`src/rtl/bcd_seq_conv.sv`:
```
// Sequential double-dabble binary-to-BCD converter, one iteration per clock.
// Define BCD_SEQ_CONV_BLANK_EN for leading-zero blanking (4'hF) at write-back.
module bcd_seq_conv #(
  parameter int WIDTH  = 8,
  parameter int DIGITS = 3
) (
  input  logic                  clk,
  input  logic                  reset,
  input  logic [WIDTH-1:0]      bin_in,
  input  logic                  in_valid,
  output logic                  in_ready,
  output logic [4*DIGITS-1:0]   bcd_out,
  output logic                  out_valid,
  output logic                  busy
);

  localparam int BW = 4 * DIGITS;
  localparam int CW = $clog2(WIDTH + 1);

  typedef enum logic {
    IDLE  = 1'b0,
    SHIFT = 1'b1
  } state_t;

  state_t          state_q, state_nxt;
  logic [WIDTH-1:0] bin_q, bin_nxt;
  logic [BW-1:0]   scr_q, scr_nxt;
  logic [CW-1:0]   cnt_q, cnt_nxt;
  logic [BW-1:0]   bcd_q, bcd_nxt;
  logic            vld_q, vld_nxt;

  logic [BW-1:0]    adj;
  logic [BW-1:0]    scr_sh;
  logic [WIDTH-1:0] bin_sh;
  logic [BW-1:0]    wb;

  assign in_ready  = (state_q == IDLE);
  assign busy      = (state_q == SHIFT);
  assign bcd_out   = bcd_q;
  assign out_valid = vld_q;

  // Per-digit add-3 correction; digits never carry into each other.
  always_comb begin
    adj = '0;
    for (int k = 0; k < DIGITS; k++) begin
      if (scr_q[4*k +: 4] >= 4'd5)
        adj[4*k +: 4] = scr_q[4*k +: 4] + 4'd3;
      else
        adj[4*k +: 4] = scr_q[4*k +: 4];
    end
  end

  assign {scr_sh, bin_sh} = {adj, bin_q} << 1;

`ifdef BCD_SEQ_CONV_BLANK_EN
  // Blank zero digits from the top down; the ones digit always shows.
  function automatic logic [BW-1:0] blank(input logic [BW-1:0] v);
    logic lead;
    blank = v;
    lead  = 1'b1;
    for (int k = DIGITS - 1; k >= 1; k--) begin
      if (lead && (v[4*k +: 4] == 4'd0))
        blank[4*k +: 4] = 4'hF;
      else
        lead = 1'b0;
    end
  endfunction

  assign wb = blank(scr_sh);
`else
  assign wb = scr_sh;
`endif

  always_ff @(posedge clk or posedge reset) begin
    if (reset) state_q <= IDLE;
    else       state_q <= state_nxt;
  end

  always_comb begin
    state_nxt = state_q;
    bin_nxt   = bin_q;
    scr_nxt   = scr_q;
    cnt_nxt   = cnt_q;
    bcd_nxt   = bcd_q;
    vld_nxt   = 1'b0;
    unique case (state_q)
      IDLE: begin
        if (in_valid) begin
          bin_nxt   = bin_in;
          scr_nxt   = '0;
          cnt_nxt   = CW'(WIDTH);
          state_nxt = SHIFT;
        end
      end
      SHIFT: begin
        bin_nxt = bin_sh;
        scr_nxt = scr_sh;
        cnt_nxt = cnt_q - CW'(1);
        if (cnt_q == CW'(1)) begin
          bcd_nxt   = wb;
          vld_nxt   = 1'b1;
          state_nxt = IDLE;
        end
      end
      default: state_nxt = IDLE;
    endcase
  end

  always_ff @(posedge clk or posedge reset) begin
    if (reset) begin
      bin_q <= '0;
      scr_q <= '0;
      cnt_q <= '0;
      bcd_q <= '0;
      vld_q <= 1'b0;
    end else begin
      bin_q <= bin_nxt;
      scr_q <= scr_nxt;
      cnt_q <= cnt_nxt;
      bcd_q <= bcd_nxt;
      vld_q <= vld_nxt;
    end
  end

endmodule

```
`config.mk`:
```
export PLATFORM = sky130hd
export DESIGN_NAME = bcd_seq_conv
export DESIGN_NICKNAME = d
export VERILOG_FILES = /design/src/rtl/bcd_seq_conv.sv
export SDC_FILE = /design/constraint.sdc
export NUM_CORES = 1
export LEC_CHECK = 0
export ABC_AREA = 1
export BUFFER_PORTS_ARGS = -buffer_cell sky130_fd_sc_hd__buf_4
export CAP_MARGIN = 5
export CORE_ASPECT_RATIO = 2
export CORE_MARGIN = 3
export CORE_UTILIZATION = 50
export CTS_BUF_LIST = sky130_fd_sc_hd__clkbuf_16
export DETAILED_ROUTE_END_ITERATION = 6
export GPL_TIMING_DRIVEN = 1
export HOLD_SLACK_MARGIN = 0.03
export PLACE_DENSITY_LB_ADDON = 0.1
export SYNTH_ARGS = -nofsm -noshare
export SYNTH_HDL_FRONTEND = slang
export SYNTH_SLANG_ARGS = --single-unit
```
`constraint.sdc`:
```
create_clock -name clk -period 1.56 [get_ports clk]
set_input_delay 0 -clock clk [delete_from_list [all_inputs] [get_ports clk]]
set_output_delay 0 -clock clk [all_outputs]
set_load 0.005 [all_outputs]
```
==> reports/results.ini <==
[outcome]
status = finished, final reports clean

[critical_path]
worstSetupStartpoint = scr_q[4]
critPathSlowestCell = dfrtp_1
worstPathRequired_ps = 1730
r2r-start = scr_q[4]
path_buf_inv = 2
crit_cells = 8
reg2reg_slack_ps = 170
worstSetupStartpointType = flop
cp_cell_sequence = inv_1, ha_1, inv_1, nand2_1, nand3_1, nand2_1, nand3_1, nand2_1
crit_fanout = 5
cp_slowest_stage_delay_ps = 430
critical_path_arrival_ps = 1560
critPathCapture = bcd_out[6]
critical-path-top-delay-family = simple AND/OR/NAND/NOR gates
critPathCaptureType = flop
crit_top_cell = nand2_1
reg2reg_depth = 8
path_class = flop to flop
rr_endpoint = bcd_out[6]

[routing]
routed_wl_mm = 3.915
vias = 1559
wire_per_inst_um = 13.23
ant_nets = 0
drt-initial-drc-count = 48
drt-pass1-iter-count = 4
vias_per_cell = 5.267
drc = 0

[clock_network]
cts_resized = 0
clock_path_buffers = 2
clockRootBuffer = clkbuf_16
cts_setup_buffers = 0
insertion_delay_ps = 280
clkSinkCount = 38
cts_tree = done
clkTransAtPathRegs_ps = 50
htree_levels = 2
cts_buffers = 5

[grt]
grt_pass1_wl_mm = 7.003
grt_max_degree = 39
track_usage = 0.1978
antenna_found_initial = 0
gr-total-overflow = 0
grt_pass1_vias = 1604

[logic_synthesis]
synth_warnings = 0
syn_nets = 228
syn_avg_cell_area_um2 = 8.705
ys_ff_latch = 38
ys_types = 22
syn_area_mm2 = 0.001819
yosysSeqAreaShare = 0.5227
syn-instance-count = 209

[floorplanning]
die_area_mm2 = 0.004442
die_x_um = 48.65
num_io_pins = 26
rows = 30
core_mm2 = 0.003453
start_util = 0.5268
die_h_um = 91.31

[pwr]
p_sw_frac = 0.4004
combPwrFrac = 0.440
p_leak_nw = 1.186
p_per_area_mw_per_mm2 = 2139
p_seq_frac = 0.369
clock_power_share = 0.191
peakVddDrop_v = 0.001138
netSwitchingPower_w = 0.001941
p_int_w = 0.002906

[sta]
rsz0062_at_grt = false
setup_tns_ps = 0
period_minus_slack_ps = 1395
timing.slew.headroom = 0.6847
period_share = 0.8940
finalHoldViolCount = 0
setup_viol = 0
final.setup_skew_ps = 3.449
hold_slack_ps = 122.6
worst_pin_slew_ps = 473.0
fin_ws_ps = 165.3
drv_slew = 0
fmax_mhz = 717.0

[cells_and_area]
post_route_cells_drive_above_1_share = 0.1613
antenna_cells = 0
fin_nets = 267
fin_util = 0.6562
area_growth_pct = 24.55

[place]
hpwl_mm = 2.744
gp_congestion = 0.8529
port_buffers = 25
post-place-ws_ps = 166.9

[flow_run]
cap_violations = 0

[min_path]
hold_class = input pin to flop
hp-start = in_valid

## stage by stage
step	cells	instance area [um2]	power, W
after global placement	280	2043	0.003800
after global routing	296	2266	0.005276
after CTS	296	2266	0.004885
after detailed placement	280	2043	0.003925
final	296	2266	0.004846
after floorplan	209	1819	0.003234
## worst reg2reg max path, stage by stage, from the launching register on
cell,delay (ps)
dfrtp_1,430
inv_1,100
ha_1,220
inv_1,50
nand2_1,90
nand3_1,150
nand2_1,90
nand3_1,100
nand2_1,50
## area by class of cell
| class | count | area, um2 |
|---|---|---|
| timing repair buffer | 36 | 292.8 |
| inverter | 21 | 86.33 |
| sequential | 38 | 950.9 |
| clock inverter | 2 | 7.507 |
| clock buffer | 5 | 125.1 |
| fill | 307 | 1187 |
| multi-input combinational | 146 | 743.2 |
| tap | 48 | 60.06 |
## cells in the final DEF, fill, tap and decap left out
cell,netlist,final
nor2_1,4,4
ha_1,8,8
dfrtp_1,38,38
inv_4,1,1
nand3_1,27,27
nand3_4,1,1
o21ai_2,1,1
buf_4,0,27
nor2_2,2,2
o22ai_1,6,6
nand2_1,75,75
inv_2,1,1
xnor2_1,1,1
o21ai_1,1,1
dlygate4sd3_1,0,9
a22o_1,1,1
nand4_1,7,7
clkbuf_16,0,5
inv_1,18,20
o211ai_1,1,1
o21ai_0,10,10
clkinv_4,1,1
nand2_4,1,1
## power groups by stage
| stage | Combinational, W | Clock (W) | Sequential, W |
|---|---|---|---|
| floorplan | 0.00151 | 0 | 0.00172 |
| global placement | 0.00202 | 0 | 0.00178 |
| detailed placement | 0.00213 | 0 | 0.00180 |
| CTS | 0.00215 | 0.000946 | 0.00179 |
| global route | 0.00243 | 0.000989 | 0.00185 |
| finish | 0.00213 | 0.000924 | 0.00179 |
## Yosys cell counts, drive strengths merged
| cell | instances | share of area |
|---|---|---|
| dfrtp | 38 | 0.52 |
| o21ai | 12 | 0.035 |
| o22ai | 6 | 0.021 |
| a22o | 1 | 0.0048 |
| nor2 | 6 | 0.015 |
| inv | 20 | 0.043 |
| o211ai | 1 | 0.0041 |
| nand2 | 76 | 0.16 |
| xnor2 | 1 | 0.0048 |
| clkinv | 1 | 0.0048 |
| nand3 | 28 | 0.084 |
| nand4 | 7 | 0.024 |
| ha | 8 | 0.055 |
| buf | 4 | 0.021 |
## how the worst min path moves through the flow
stage	to	slack, ps	cells past startpoint
final	cnt_q[1]	120	4
after global routing	cnt_q[1]	160	4
after CTS	cnt_q[1]	120	4
after detailed placement	bcd_out[7]	150	3
after global placement	bcd_out[7]	140	3
after floorplan	bin_q[1]	130	2
## flip-flops by register name, indices dropped and copies added (netlist names)
signal and cells:
scr_q 12, bcd_out 12, out_valid 1, cnt_q 4, busy 1, bin_q 8
## cells by family (layout without fill, tap and decap cells)
| kind of cell | count (synthesis) | in the layout | share of synthesized area |
|---|---|---|---|
| buffers and inverters | 25 | 64 | 0.06877 |
| XOR/XNOR | 1 | 1 | 0.004815 |
| AND/OR/NAND/NOR | 117 | 117 | 0.2840 |
| flip-flops | 38 | 38 | 0.5227 |
| AO/OA/AOI/OAI | 20 | 20 | 0.06465 |
| adder cells (fa/ha/maj) | 8 | 8 | 0.05502 |
## metal layers
metal,vias to the layer above,wire length [um],GRT usage
li1,761,-,-
met1,748,1529,0.2099
met2,38,2167,0.3682
met3,12,129,0.02956
met4,0,89,0.09501
met5,-,0,0
## repair_timing
item / 4_1_cts / 5_1_grt
hold buffers: 9 / 0
endpoints found under the setup margin: 0 / 0
endpoints found under the hold margin: 46 / 0
Power figures use the tool's default switching activity.
